<file path="config.mk">
export PLATFORM = sky130hd
export DESIGN_NAME = ife_dispatcher_flat
export DESIGN_NICKNAME = d
export VERILOG_FILES = /design/src/rtl/ife_pkg.sv /design/src/rtl/ife_dispatcher_if.sv /design/src/rtl/ife_dispatcher_rr_picker.sv /design/src/rtl/ife_dispatcher.sv /design/src/flat_wrapper.sv
export SDC_FILE = /design/constraint.sdc
export NUM_CORES = 1
export LEC_CHECK = 0
export CAP_MARGIN = 20
export CORE_MARGIN = 2
export CORE_UTILIZATION = 35
export CTS_CLUSTER_SIZE = 40
export DETAILED_ROUTE_END_ITERATION = 10
export DONT_BUFFER_PORTS = 1
export GPL_TIMING_DRIVEN = 0
export PLACE_DENSITY = 0.51
export SYNTH_ARGS = -nofsm -noshare
export SYNTH_HDL_FRONTEND = slang
export SYNTH_SLANG_ARGS = --single-unit
export TNS_END_PERCENT = 1
</file>
<file path="constraint.sdc">
create_clock -name clk -period 4.04 [get_ports clk]
set_input_delay 0.808 -clock clk [delete_from_list [all_inputs] [get_ports clk]]
set_output_delay 0.808 -clock clk [all_outputs]
set_load 0.03 [all_outputs]
</file>
<file path="src/rtl/ife_pkg.sv">
// -----------------------------------------------------------------------------
// ife_pkg
// Shared types for the instruction-flow dispatcher.
//  - Default widths for the dispatcher and its interface.
//  - ife_task_t:       one queued task (start PC + instruction count).
//  - ife_disp_state_e: dispatcher FSM states.
// -----------------------------------------------------------------------------
package ife_pkg;

  localparam int IFE_NUM_CORES = 4;
  localparam int IFE_PC_W      = 32;
  localparam int IFE_LEN_W     = 8;
  localparam int IFE_STALL_W   = 16;

  typedef struct packed {
    logic [IFE_PC_W-1:0]  pc;
    logic [IFE_LEN_W-1:0] len;
  } ife_task_t;

  typedef enum logic [1:0] {
    IDLE   = 2'd0,
    SELECT = 2'd1,
    ISSUE  = 2'd2
  } ife_disp_state_e;

endpackage

</file>
<file path="src/rtl/ife_dispatcher_if.sv">
// -----------------------------------------------------------------------------
// ife_dispatcher_if
// Bundles the upstream task handshake, the core idle mask, and the per-core
// dispatch ports of ife_dispatcher.
//  - slave  modport: the dispatcher (consumes tasks, drives dispatch ports).
//  - master modport: the environment (task queue, monitor, cores).
// Optional: IFE_DISPATCH_STATS_EN adds disp_count (per-core acked dispatches).
// -----------------------------------------------------------------------------
interface ife_dispatcher_if #(
  parameter int NUM_CORES = 4,
  parameter int PC_W      = 32,
  parameter int LEN_W     = 8,
  parameter int STALL_W   = 16
);

  logic                 task_valid;
  logic                 task_ready;
  logic [PC_W-1:0]      task_pc;
  logic [LEN_W-1:0]     task_len;
  logic [NUM_CORES-1:0] core_idle_mask;
  logic [NUM_CORES-1:0] disp_valid;
  logic [PC_W-1:0]      disp_pc;
  logic [LEN_W-1:0]     disp_len;
  logic [NUM_CORES-1:0] disp_ack;
  logic [STALL_W-1:0]   stall_cnt;
`ifdef IFE_DISPATCH_STATS_EN
  logic [NUM_CORES*STALL_W-1:0] disp_count;
`endif

  modport slave (
    input  task_valid,
    input  task_pc,
    input  task_len,
    input  core_idle_mask,
    input  disp_ack,
    output task_ready,
    output disp_valid,
    output disp_pc,
    output disp_len,
    output stall_cnt
`ifdef IFE_DISPATCH_STATS_EN
    ,
    output disp_count
`endif
  );

  modport master (
    output task_valid,
    output task_pc,
    output task_len,
    output core_idle_mask,
    output disp_ack,
    input  task_ready,
    input  disp_valid,
    input  disp_pc,
    input  disp_len,
    input  stall_cnt
`ifdef IFE_DISPATCH_STATS_EN
    ,
    input  disp_count
`endif
  );

endinterface

</file>
<file path="src/rtl/ife_dispatcher_rr_picker.sv">
// -----------------------------------------------------------------------------
// ife_rr_picker
// Combinational round-robin search: finds the first set bit of req starting
// at ptr+1 and wrapping around, so the core at ptr has the lowest priority.
//  - req       in  N      candidate mask
//  - ptr       in  IDX_W  index of the last grant
//  - grant     out N      one-hot grant (zero when req is zero)
//  - grant_idx out IDX_W  index of the granted bit
//  - any       out 1      req had at least one bit set
// -----------------------------------------------------------------------------
module ife_rr_picker #(
  parameter int N     = 4,
  parameter int IDX_W = $clog2(N)
) (
  input  logic [N-1:0]     req,
  input  logic [IDX_W-1:0] ptr,
  output logic [N-1:0]     grant,
  output logic [IDX_W-1:0] grant_idx,
  output logic             any
);

  logic [IDX_W-1:0] cand_s;
  logic             hit_s;

  // Walk candidates ptr+1 .. ptr+N (mod N); the first requesting one wins.
  always_comb begin
    grant     = '0;
    grant_idx = '0;
    any       = 1'b0;
    cand_s    = '0;
    hit_s     = 1'b0;
    for (int i = 1; i <= N; i++) begin
      cand_s         = IDX_W'((int'(ptr) + i) % N);
      hit_s          = ~any & req[cand_s];
      grant[cand_s]  = grant[cand_s] | hit_s;
      grant_idx      = hit_s ? cand_s : grant_idx;
      any            = any | hit_s;
    end
  end

endmodule

</file>
<file path="src/rtl/ife_dispatcher.sv">
// -----------------------------------------------------------------------------
// ife_dispatcher
// Takes tasks (start PC + length) from the expander queue and hands each one
// to an idle worker core, round-robin. A core that acked a dispatch but whose
// busy flag has not yet risen is held in a local reservation so it is not
// picked twice.
//  - clk, rst                 clock, asynchronous active-high reset
//  - bus.task_valid/ready     upstream task handshake (task_pc, task_len)
//  - bus.core_idle_mask       1 = core idle, from the core monitor
//  - bus.disp_valid/ack       per-core dispatch handshake (one-hot valid)
//  - bus.disp_pc/len          dispatched task, stable while disp_valid
//  - bus.stall_cnt            saturating count of cycles with no core free
// Optional: define IFE_DISPATCH_STATS_EN to add bus.disp_count, a per-core
// saturating count of acked dispatches.
// -----------------------------------------------------------------------------
module ife_dispatcher
  import ife_pkg::*;
#(
  parameter int NUM_CORES = IFE_NUM_CORES,
  parameter int PC_W      = IFE_PC_W,
  parameter int LEN_W     = IFE_LEN_W,
  parameter int STALL_W   = IFE_STALL_W
) (
  input logic               clk,
  input logic               rst,
  ife_dispatcher_if.slave   bus
);

  localparam int IDX_W = $clog2(NUM_CORES);

  function automatic logic [STALL_W-1:0] sat_inc(input logic [STALL_W-1:0] v);
    return (&v) ? v : v + STALL_W'(1);
  endfunction

  ife_disp_state_e      state_q, state_d;
  ife_task_t            task_q, task_d;
  logic [IDX_W-1:0]     rr_ptr_q, rr_ptr_d;
  logic [IDX_W-1:0]     grant_idx_q, grant_idx_d;
  logic [NUM_CORES-1:0] reserved_q, reserved_d;
  logic [NUM_CORES-1:0] disp_valid_q, disp_valid_d;
  logic [PC_W-1:0]      disp_pc_q, disp_pc_d;
  logic [LEN_W-1:0]     disp_len_q, disp_len_d;
  logic                 task_ready_q, task_ready_d;
  logic [STALL_W-1:0]   stall_cnt_q, stall_cnt_d;

  logic [NUM_CORES-1:0] avail_s;
  logic [NUM_CORES-1:0] pick_oh_s;
  logic [IDX_W-1:0]     pick_idx_s;
  logic                 pick_any_s;
  logic                 accept_s;
  logic                 ack_hit_s;

  // Handshake qualifiers: only the granted core's ack counts.
  always_comb begin
    accept_s  = bus.task_valid & task_ready_q & (state_q == IDLE);
    ack_hit_s = (state_q == ISSUE) & bus.disp_ack[grant_idx_q];
    avail_s   = bus.core_idle_mask & ~reserved_q;
  end

  ife_rr_picker #(
    .N     (NUM_CORES),
    .IDX_W (IDX_W)
  ) u_picker (
    .req       (avail_s),
    .ptr       (rr_ptr_q),
    .grant     (pick_oh_s),
    .grant_idx (pick_idx_s),
    .any       (pick_any_s)
  );

  // FSM state register.
  always_ff @(posedge clk or posedge rst) begin
    if (rst) begin
      state_q <= IDLE;
    end else begin
      state_q <= state_d;
    end
  end

  // FSM next-state logic; a zero-length task is consumed without dispatch.
  always_comb begin
    state_d = state_q;
    case (state_q)
      IDLE: begin
        if (accept_s && (bus.task_len != '0)) begin
          state_d = SELECT;
        end else begin
          state_d = IDLE;
        end
      end
      SELECT: begin
        if (pick_any_s) begin
          state_d = ISSUE;
        end else begin
          state_d = SELECT;
        end
      end
      ISSUE: begin
        if (ack_hit_s) begin
          state_d = IDLE;
        end else begin
          state_d = ISSUE;
        end
      end
      default: state_d = IDLE;
    endcase
  end

  // FSM output / datapath next values.
  always_comb begin
    task_d       = task_q;
    rr_ptr_d     = rr_ptr_q;
    grant_idx_d  = grant_idx_q;
    disp_valid_d = disp_valid_q;
    disp_pc_d    = disp_pc_q;
    disp_len_d   = disp_len_q;
    stall_cnt_d  = stall_cnt_q;
    case (state_q)
      IDLE: begin
        if (accept_s) begin
          task_d.pc  = bus.task_pc;
          task_d.len = bus.task_len;
        end else begin
          task_d = task_q;
        end
      end
      SELECT: begin
        if (pick_any_s) begin
          rr_ptr_d     = pick_idx_s;
          grant_idx_d  = pick_idx_s;
          disp_valid_d = pick_oh_s;
          disp_pc_d    = task_q.pc;
          disp_len_d   = task_q.len;
        end else begin
          stall_cnt_d = sat_inc(stall_cnt_q);
        end
      end
      ISSUE: begin
        if (ack_hit_s) begin
          disp_valid_d = '0;
        end else begin
          disp_valid_d = disp_valid_q;
        end
      end
      default: begin
        disp_valid_d = '0;
      end
    endcase

    // Busy observation clears a reservation; a fresh ack on a still-idle core
    // sets it (the set wins because it is applied last).
    reserved_d = reserved_q & bus.core_idle_mask;
    if (ack_hit_s && bus.core_idle_mask[grant_idx_q]) begin
      reserved_d[grant_idx_q] = 1'b1;
    end else begin
      reserved_d = reserved_d;
    end

    // Registered ready keeps it low for the first cycle out of reset.
    task_ready_d = (state_d == IDLE);
  end

  // Datapath and output registers.
  always_ff @(posedge clk or posedge rst) begin
    if (rst) begin
      task_q       <= '0;
      rr_ptr_q     <= IDX_W'(NUM_CORES - 1);
      grant_idx_q  <= '0;
      reserved_q   <= '0;
      disp_valid_q <= '0;
      disp_pc_q    <= '0;
      disp_len_q   <= '0;
      task_ready_q <= 1'b0;
      stall_cnt_q  <= '0;
    end else begin
      task_q       <= task_d;
      rr_ptr_q     <= rr_ptr_d;
      grant_idx_q  <= grant_idx_d;
      reserved_q   <= reserved_d;
      disp_valid_q <= disp_valid_d;
      disp_pc_q    <= disp_pc_d;
      disp_len_q   <= disp_len_d;
      task_ready_q <= task_ready_d;
      stall_cnt_q  <= stall_cnt_d;
    end
  end

  assign bus.task_ready = task_ready_q;
  assign bus.disp_valid = disp_valid_q;
  assign bus.disp_pc    = disp_pc_q;
  assign bus.disp_len   = disp_len_q;
  assign bus.stall_cnt  = stall_cnt_q;

`ifdef IFE_DISPATCH_STATS_EN
  logic [NUM_CORES-1:0][STALL_W-1:0] disp_count_q, disp_count_d;

  // Per-core acked-dispatch counters.
  always_comb begin
    disp_count_d = disp_count_q;
    if (ack_hit_s) begin
      disp_count_d[grant_idx_q] = sat_inc(disp_count_q[grant_idx_q]);
    end else begin
      disp_count_d = disp_count_q;
    end
  end

  // Per-core counter registers.
  always_ff @(posedge clk or posedge rst) begin
    if (rst) begin
      disp_count_q <= '0;
    end else begin
      disp_count_q <= disp_count_d;
    end
  end

  assign bus.disp_count = disp_count_q;
`endif

endmodule

</file>
<file path="src/flat_wrapper.sv">
// flat-port wrapper written by rule: the top's interface ports become plain ports
module ife_dispatcher_flat import ife_pkg::*;
#(
  parameter int NUM_CORES = IFE_NUM_CORES,
  parameter int PC_W      = IFE_PC_W,
  parameter int LEN_W     = IFE_LEN_W,
  parameter int STALL_W   = IFE_STALL_W
)
  (clk, rst, bus_task_valid, bus_task_pc, bus_task_len, bus_core_idle_mask, bus_disp_ack, bus_task_ready, bus_disp_valid, bus_disp_pc, bus_disp_len, bus_stall_cnt);
  ife_dispatcher_if #(.NUM_CORES(NUM_CORES), .PC_W(PC_W), .LEN_W(LEN_W), .STALL_W(STALL_W)) bus_i ();
  input logic clk;
  input logic rst;
  input wire logic [$bits(bus_i.task_valid)-1:0] bus_task_valid;
  input wire logic [$bits(bus_i.task_pc)-1:0] bus_task_pc;
  input wire logic [$bits(bus_i.task_len)-1:0] bus_task_len;
  input wire logic [$bits(bus_i.core_idle_mask)-1:0] bus_core_idle_mask;
  input wire logic [$bits(bus_i.disp_ack)-1:0] bus_disp_ack;
  output wire logic [$bits(bus_i.task_ready)-1:0] bus_task_ready;
  output wire logic [$bits(bus_i.disp_valid)-1:0] bus_disp_valid;
  output wire logic [$bits(bus_i.disp_pc)-1:0] bus_disp_pc;
  output wire logic [$bits(bus_i.disp_len)-1:0] bus_disp_len;
  output wire logic [$bits(bus_i.stall_cnt)-1:0] bus_stall_cnt;
  assign bus_i.task_valid = bus_task_valid;
  assign bus_i.task_pc = bus_task_pc;
  assign bus_i.task_len = bus_task_len;
  assign bus_i.core_idle_mask = bus_core_idle_mask;
  assign bus_i.disp_ack = bus_disp_ack;
  assign bus_task_ready = bus_i.task_ready;
  assign bus_disp_valid = bus_i.disp_valid;
  assign bus_disp_pc = bus_i.disp_pc;
  assign bus_disp_len = bus_i.disp_len;
  assign bus_stall_cnt = bus_i.stall_cnt;
  ife_dispatcher #(.NUM_CORES(NUM_CORES), .PC_W(PC_W), .LEN_W(LEN_W), .STALL_W(STALL_W)) u_core (.clk(clk), .rst(rst), .bus(bus_i));
endmodule
</file>
==> flow_results.xml, run 1 <==
<?xml version="1.0" encoding="UTF-8"?>
<metrics>
  <group name="die">
    <metric name="fp.coreArea" unit="µm²">14400</metric>
    <metric name="floorplan.rows" unit="">44</metric>
    <metric name="die_area" unit="µm²">15500</metric>
    <metric name="die_h" unit="µm">125</metric>
    <metric name="die_w" unit="µm">125</metric>
    <metric name="num_io_pins" unit="">112</metric>
    <metric name="initial_core_utilization" unit="%">35.5</metric>
  </group>
  <group name="cts">
    <metric name="cts-htree-levels" unit="">3</metric>
    <metric name="cts-buffers-inserted" unit="">9</metric>
    <metric name="clock_sinks" unit="">111</metric>
    <metric name="clockBufferDepth" unit="">2</metric>
    <metric name="worst_setup_hold_path_clk_slew" unit="ns">0.07</metric>
    <metric name="clock-root-buffer" unit="">clkbuf_16</metric>
    <metric name="post_cts_hold_buffer_count" unit="">0</metric>
    <metric name="clock_tree_from_tritoncts" unit="">built</metric>
    <metric name="worst_skew_pair.late_latency" unit="ns">0.35</metric>
  </group>
  <group name="pwr">
    <metric name="switchingPower" unit="W">0.00223</metric>
    <metric name="switching_share" unit="%">42.8</metric>
    <metric name="reported_leakage_power" unit="nW">2.60</metric>
    <metric name="internal_power" unit="W">0.00298</metric>
    <metric name="max_ir_drop_vdd" unit="mV">0.315</metric>
    <metric name="power_frac_seq" unit="%">44.1</metric>
    <metric name="report.power.total" unit="W">0.00521</metric>
    <metric name="p_comb_share" unit="%">36.3</metric>
    <metric name="cellPowerDensity" unit="nW/µm²">910</metric>
    <metric name="clock_power_share" unit="%">19.6</metric>
  </group>
  <group name="critical_path">
    <metric name="r2r_startpoint" unit="">u_core.rr_ptr_q[0]</metric>
    <metric name="timing.critical_path.to_type" unit="">flop</metric>
    <metric name="timing.critical_path.arrival" unit="ns">4.05</metric>
    <metric name="regToRegEndpoint" unit="">u_core.grant_idx_q[0]</metric>
    <metric name="timing_worst_setup_path_type" unit="">reg -&gt; reg</metric>
    <metric name="setup.reg_to_reg.worst_slack" unit="ns">0.21</metric>
    <metric name="worst_ep_required_time" unit="ns">4.26</metric>
    <metric name="maximum_fanout_count_along_the_critical_path" unit="">11</metric>
    <metric name="type_of_origin_of_the_critical_path" unit="">flop</metric>
    <metric name="worst_setup_path_startpoint" unit="">u_core.rr_ptr_q[0]</metric>
    <metric name="ff2ff_path_depth" unit="">12</metric>
  </group>
  <group name="sta">
    <metric name="slew_headroom" unit="%">51.7</metric>
    <metric name="hold-worst-slack" unit="ns">0.372</metric>
    <metric name="unrepaired_setup_endpoints_after_global_routing" unit="">yes</metric>
    <metric name="final.min_clock_period" unit="ns">3.83</metric>
    <metric name="finalHoldViolCount" unit="">0</metric>
    <metric name="max_slew.worst_pin.slew" unit="ns">0.720</metric>
    <metric name="drv_slew" unit="">0</metric>
    <metric name="layout_worst_path_cycle_share" unit="%">94.8</metric>
    <metric name="worst_clock_skew_on_the_final_layout" unit="ns">0.00697</metric>
    <metric name="setup_viol" unit="">0</metric>
    <metric name="max_freq" unit="GHz">0.261</metric>
  </group>
  <group name="global_route">
    <metric name="grt_overflow" unit="">0</metric>
    <metric name="first_global_vias" unit="">3502</metric>
    <metric name="pin_count_of_the_biggest_net_entering_global_routing" unit="">71</metric>
    <metric name="initial_antenna_violation_count" unit="">1</metric>
    <metric name="grt_usage" unit="%">15.3</metric>
    <metric name="grt_first_pass_wirelength" unit="µm">18800</metric>
  </group>
  <group name="route">
    <metric name="routedWlPerCell" unit="µm">17.4</metric>
    <metric name="route.detailed.vias_per_inst" unit="">5.17</metric>
    <metric name="totalWireLength" unit="µm">11700</metric>
    <metric name="drt_first_iter_violations" unit="">162</metric>
    <metric name="drt_pass1_iterations" unit="">4</metric>
    <metric name="via_count" unit="">3460</metric>
    <metric name="ant_nets" unit="">0</metric>
    <metric name="remaining_drc_errors" unit="">0</metric>
  </group>
  <group name="synth">
    <metric name="yosys_warnings" unit="">0</metric>
    <metric name="yosys.area.top_type_share" unit="%">53.5</metric>
    <metric name="yosysUniqueCellTypes" unit="">60</metric>
    <metric name="synthDominantAreaCellType" unit="">dfrtp_1</metric>
    <metric name="seq_area_frac_synth" unit="%">54.6</metric>
    <metric name="synth_most_common_cell" unit="">nand2_1</metric>
    <metric name="ys_top_cells_by_area" unit="">dfrtp_1 (54%), nand2_1 (10%), mux2_2 (8.8%)</metric>
    <metric name="synthesized_netlist_net_count" unit="">524</metric>
    <metric name="synth_top_flop_cell" unit="">dfrtp_1</metric>
    <metric name="synth-seq-cells" unit="">111</metric>
    <metric name="synth_top_cells_by_count" unit="">nand2_1 (139), dfrtp_1 (109), mux2_2 (40)</metric>
    <metric name="postSynth.asyncResetShare" unit="%">100</metric>
    <metric name="synth_enable_flop_cells" unit="">0</metric>
    <metric name="synthesis.instances" unit="">468</metric>
    <metric name="avgSynthCellArea" unit="µm²">10.9</metric>
    <metric name="netlist_area" unit="µm²">5100</metric>
  </group>
  <group name="cells_and_area">
    <metric name="ratio_of_cells_with_drive_above_1_in_the_final_layout" unit="%">19.0</metric>
    <metric name="layout.nets" unit="">536</metric>
    <metric name="syn_to_final_growth" unit="%">12.3</metric>
    <metric name="final_design_area_excluding_fillers" unit="µm²">5730</metric>
    <metric name="filler_cell_count" unit="">1377</metric>
    <metric name="antenna_cells" unit="">0</metric>
  </group>
  <group name="placed_design">
    <metric name="io_buffers" unit="">0</metric>
    <metric name="place.detailed.hpwl" unit="µm">8380</metric>
    <metric name="placedInstanceArea" unit="µm²">5360</metric>
    <metric name="gp_routability_congestion" unit="">0.884</metric>
  </group>
  <group name="job">
    <metric name="max_cap_viol_count" unit="">0</metric>
  </group>
  <group name="outcome">
    <metric name="status" unit="">finished clean</metric>
  </group>
  <group name="hold_path">
    <metric name="hold_path_class" unit="">in -&gt; async</metric>
  </group>
</metrics>
==> per-layer routing <==
metal / track usage (%) / vias to the layer above / share of wire, %
met3: 4.34 / 24 / 6.4
met4: 7.20 / 2 / 2.4
met2: 25.0 / 112 / 49
met1: 18.9 / 1685 / 42
li1: - / 1637 / -
met5: 0 / - / 0.11
==> placed cells by master, fill, tap and decap left out, types with 6 or more instances in the layout <==
master     count
a21oi_1        6
clkbuf_1      14
clkbuf_16      9
dfrtp_1      109
inv_1          9
mux2_2        40
mux4_2         6
nand2_1      139
nand2b_1       6
nand3_1       10
nand4_1        8
nor2_1        15
xnor2_1        8
xor2_1         7
==> registers in the layout, summed over array words and instances (netlist names), 2 cells and up <==
| signal | count |
|---|---|
| u_core.bus.disp_valid | 4 |
| u_core.grant_idx_q | 2 |
| u_core.state_q | 2 |
| u_core.rr_ptr_q | 2 |
| u_core.task_q | 40 |
| u_core.bus.stall_cnt | 16 |
| u_core.bus.disp_len | 8 |
| u_core.bus.disp_pc | 32 |
| u_core.reserved_q | 4 |
==> critical path: stages (launching register included) <==
cell,delay (ns)
dfstp_2,0.56
buf_6,0.14
inv_2,0.06
clkbuf_1,0.27
ha_1,0.37
buf_2,0.18
and4b_1,0.22
nor2_2,0.27
nand4_1,0.33
o21bai_2,0.39
clkbuf_2,0.34
clkbuf_1,0.43
a21oi_1,0.14
==> worst max-delay path by stage <==
stage	endpoint	slack, ns	cells past startpoint
2_1_floorplan	u_core.bus.disp_len[0]	0.30	1
3_3_place_gp	u_core.bus.disp_len[5]	-0.90	1
3_5_place_dp	u_core.bus.disp_pc[13]	-0.12	13
4_1_cts	u_core.bus.disp_pc[13]	0.06	13
5_1_grt	u_core.bus.disp_pc[4]	-0.07	13
6_report	u_core.grant_idx_q[0]	0.21	12
==> final cells by class <==
type	instances	area, µm²	area share [%]
sequential	111	2780	48.6
timing repair buffer	1	27.5	0.481
clock buffer	9	225	3.93
inverter	12	47.5	0.830
buffer	22	105	1.84
multi-input combinational	323	2190	38.3
tap	184	230	4.02
clock inverter	7	119	2.08
==> metrics by stage <==
step	util [%]	TNS (ns)	setup slack, ns	cells
6_report	39.8	0	0.209	669
5_1_grt	39.8	-0.591	-0.0700	669
4_1_cts	39.7	0	0.0555	669
3_5_place_dp	37.3	-2.51	-0.115	653
3_3_place_gp	37.1	-100.11	-0.897	652
2_1_floorplan	-	0	0.305	468
==> cells by family (layout without fill, tap and decap cells) <==
| kind of cell | after synthesis | after routing | synth area share (%) |
|---|---|---|---|
| buffers and inverters | 34 | 51 | 2.87 |
| AND/OR/NAND/NOR | 203 | 203 | 17.5 |
| adder cells (fa/ha/maj) | 5 | 5 | 1.23 |
| AO/OA/AOI/OAI | 48 | 48 | 8.57 |
| XOR/XNOR | 15 | 15 | 2.58 |
| flip-flops | 111 | 111 | 54.6 |
| multiplexers | 52 | 52 | 12.7 |
==> timing repair <==
| item | 4_1_cts | 5_1_grt |
|---|---|---|
| pin swaps | 0 | 1 |
| endpoints found under the setup margin | 40 | 48 |
| gates resized for setup | 1 | 8 |
| endpoints found under the hold margin | 0 | 0 |
| setup buffers | 0 | 0 |
==> power groups by stage <==
| stage | registers (W) | logic, W | clock network [W] |
|---|---|---|---|
| 2_1_floorplan | 0.00222 | 0.00151 | 0 |
| 3_3_place_gp | 0.00231 | 0.00183 | 0 |
| 3_5_place_dp | 0.00233 | 0.00188 | 0 |
| 4_1_cts | 0.00231 | 0.00189 | 0.00105 |
| 5_1_grt | 0.00235 | 0.00211 | 0.00109 |
| 6_report | 0.00230 | 0.00189 | 0.00102 |
(Power assumes the default switching activity.)
==> run 2: changes to the inputs <==
Settings changed: PLACE_DENSITY 0.51 to 0.57, REMOVE_ABC_BUFFERS set to 1.
==> flow_results.xml, run 2 (synthesis gave the netlist of run 1 again) <==
<?xml version="1.0" encoding="UTF-8"?>
<metrics>
  <group name="sta">
    <metric name="layout_worst_path_cycle_share" unit="%">92.5</metric>
    <metric name="setup_viol" unit="">0</metric>
    <metric name="max_slew.worst_pin.slew" unit="ns">0.844</metric>
    <metric name="tns" unit="ns">0</metric>
    <metric name="unrepaired_setup_endpoints_after_global_routing" unit="">no</metric>
    <metric name="finalHoldViolCount" unit="">0</metric>
    <metric name="max_freq" unit="GHz">0.267</metric>
    <metric name="drv_slew" unit="">0</metric>
    <metric name="worst_clock_skew_on_the_final_layout" unit="ns">0.0101</metric>
    <metric name="final.min_clock_period" unit="ns">3.74</metric>
    <metric name="hold-worst-slack" unit="ns">0.386</metric>
    <metric name="slew_headroom" unit="%">42.1</metric>
  </group>
  <group name="critical_path">
    <metric name="worst_setup_path_startpoint" unit="">u_core.rr_ptr_q[0]</metric>
    <metric name="timing.critical_path.to_type" unit="">flop</metric>
    <metric name="ff2ff_path_depth" unit="">11</metric>
    <metric name="maximum_fanout_count_along_the_critical_path" unit="">43</metric>
    <metric name="worst_ep_required_time" unit="ns">4.33</metric>
    <metric name="timing.critical_path.arrival" unit="ns">4.03</metric>
    <metric name="timing_worst_setup_path_type" unit="">reg -&gt; reg</metric>
    <metric name="regToRegEndpoint" unit="">u_core.bus.disp_valid[2]</metric>
    <metric name="r2r_startpoint" unit="">u_core.rr_ptr_q[0]</metric>
    <metric name="setup.reg_to_reg.worst_slack" unit="ns">0.30</metric>
    <metric name="type_of_origin_of_the_critical_path" unit="">flop</metric>
  </group>
  <group name="cells_and_area">
    <metric name="layout.nets" unit="">521</metric>
    <metric name="antenna_cells" unit="">0</metric>
    <metric name="largest_register_ff_count" unit="">40</metric>
    <metric name="most_used_cells_in_the_layout_excluding_fill_and_tap_cells" unit="">nand2_1 (139), dfrtp_1 (109), mux2_2 (40)</metric>
    <metric name="syn_to_final_growth" unit="%">11.6</metric>
    <metric name="max_flop_register" unit="">u_core.task_q</metric>
    <metric name="multi_input_area" unit="µm²">2220</metric>
    <metric name="ratio_of_cells_with_drive_above_1_in_the_final_layout" unit="%">19.8</metric>
    <metric name="layout_commonest_cell" unit="">nand2_1</metric>
    <metric name="filler_cell_count" unit="">1390</metric>
    <metric name="ff_latch_area" unit="µm²">2780</metric>
  </group>
  <group name="placed_design">
    <metric name="gp_routability_congestion" unit="">0.852</metric>
    <metric name="io_buffers" unit="">0</metric>
    <metric name="place.detailed.hpwl" unit="µm">8090</metric>
  </group>
  <group name="global_route">
    <metric name="initial_antenna_violation_count" unit="">0</metric>
    <metric name="grt_usage" unit="%">15.8</metric>
    <metric name="pin_count_of_the_biggest_net_entering_global_routing" unit="">68</metric>
    <metric name="grt_overflow" unit="">0</metric>
    <metric name="grt_first_pass_wirelength" unit="µm">19500</metric>
    <metric name="first_global_vias" unit="">3654</metric>
  </group>
  <group name="route">
    <metric name="route.met3.wl" unit="µm">901</metric>
    <metric name="routedWlPerCell" unit="µm">18.0</metric>
    <metric name="drt_first_iter_violations" unit="">308</metric>
    <metric name="remaining_drc_errors" unit="">0</metric>
    <metric name="route.detailed.vias_per_inst" unit="">5.26</metric>
    <metric name="ant_nets" unit="">0</metric>
    <metric name="dr.max_layer_used" unit="">met4</metric>
    <metric name="metal_1_wl" unit="µm">4940</metric>
    <metric name="via_count" unit="">3440</metric>
    <metric name="drt_pass1_iterations" unit="">4</metric>
    <metric name="met2WireLength" unit="µm">5830</metric>
    <metric name="totalWireLength" unit="µm">11800</metric>
  </group>
  <group name="outcome">
    <metric name="status" unit="">finished clean</metric>
  </group>
  <group name="die">
    <metric name="initial_core_utilization" unit="%">35.5</metric>
    <metric name="fp.coreArea" unit="µm²">14400</metric>
    <metric name="die_h" unit="µm">125</metric>
    <metric name="num_io_pins" unit="">112</metric>
    <metric name="die_w" unit="µm">125</metric>
    <metric name="die_area" unit="µm²">15500</metric>
    <metric name="floorplan.rows" unit="">44</metric>
  </group>
  <group name="cts">
    <metric name="clock-root-buffer" unit="">clkbuf_16</metric>
    <metric name="clock_sinks" unit="">111</metric>
    <metric name="cts-htree-levels" unit="">3</metric>
    <metric name="worst_setup_hold_path_clk_slew" unit="ns">0.08</metric>
    <metric name="worst_skew_pair.late_latency" unit="ns">0.35</metric>
    <metric name="clock_tree_from_tritoncts" unit="">built</metric>
    <metric name="clockBufferDepth" unit="">2</metric>
    <metric name="cts-buffers-inserted" unit="">9</metric>
    <metric name="post_cts_hold_buffer_count" unit="">0</metric>
  </group>
  <group name="job">
    <metric name="max_cap_viol_count" unit="">0</metric>
  </group>
  <group name="pwr">
    <metric name="report.power.total" unit="W">0.00515</metric>
    <metric name="reported_leakage_power" unit="nW">2.58</metric>
    <metric name="max_ir_drop_vdd" unit="mV">0.353</metric>
    <metric name="cellPowerDensity" unit="nW/µm²">905</metric>
  </group>
  <group name="hold_path">
    <metric name="hold_path_class" unit="">in -&gt; async</metric>
  </group>
</metrics>
-- run 2: critical path, cell delays in order, from the launching register on --
cell       delay [ns]
dfstp_4          0.77
inv_2            0.18
ha_2             0.47
nor4bb_1         0.53
nor2_4           0.12
nand4_1          0.42
o21bai_4         0.11
buf_12           0.21
inv_8            0.23
o2111ai_2        0.20
a31oi_4          0.23
a221o_1          0.18
-- run 2: report_power, final --
group | total (W) | internal (W) | switching, W
combinational | 0.00191 | 0.000824 | 0.00109
clock | 0.000919 | 0.000490 | 0.000429
sequential | 0.00232 | 0.00158 | 0.000746
total | 0.00515 | 0.00289 | 0.00226
-- run 2: timing repair --
action | 4_1_cts | 5_1_grt
endpoints found under the setup margin | 44 | 10
pin swaps | 2 | 3
cloned | 1 | 0
gates resized for setup | 5 | 4
buffers inserted | 0 | 1
-- run 2: worst max-delay path by stage --
stage                                           to  slack, ns
after floorplan           u_core.bus.disp_valid[1]      -1.26
after global placement    u_core.bus.disp_valid[3]      -4.23
after detailed placement  u_core.bus.disp_valid[2]      -0.53
after CTS                 u_core.bus.disp_valid[2]       0.01
after global routing      u_core.bus.disp_valid[2]       0.06
final                     u_core.bus.disp_valid[2]       0.30
-- run 2: cell type report --
class | instances | share of cell area (%)
sequential | 111 | 48.9
clock buffer | 9 | 3.96
tap | 184 | 4.05
inverter | 12 | 0.968
timing repair buffer | 7 | 1.76
multi-input combinational | 324 | 39.0
clock inverter | 7 | 1.36
-- run 2: layer usage --
| layer | up-vias | track usage [%] |
|---|---|---|
| met3 | 9 | 5.97 |
| met1 | 1712 | 19.6 |
| met5 | - | 0 |
| met2 | 109 | 25.5 |
| met4 | 0 | 5.09 |
| li1 | 1610 | - |
-- run 2: through the flow --
step,instance area [µm²],util (%),cells,worst slack [ns]
after floorplan,4990,-,446,-1.26
after global placement,5230,36.4,630,-4.23
after detailed placement,5340,37.1,636,-0.535
after CTS,5670,39.4,653,0.00978
after global routing,5690,39.6,654,0.0590
final,5690,39.6,654,0.301
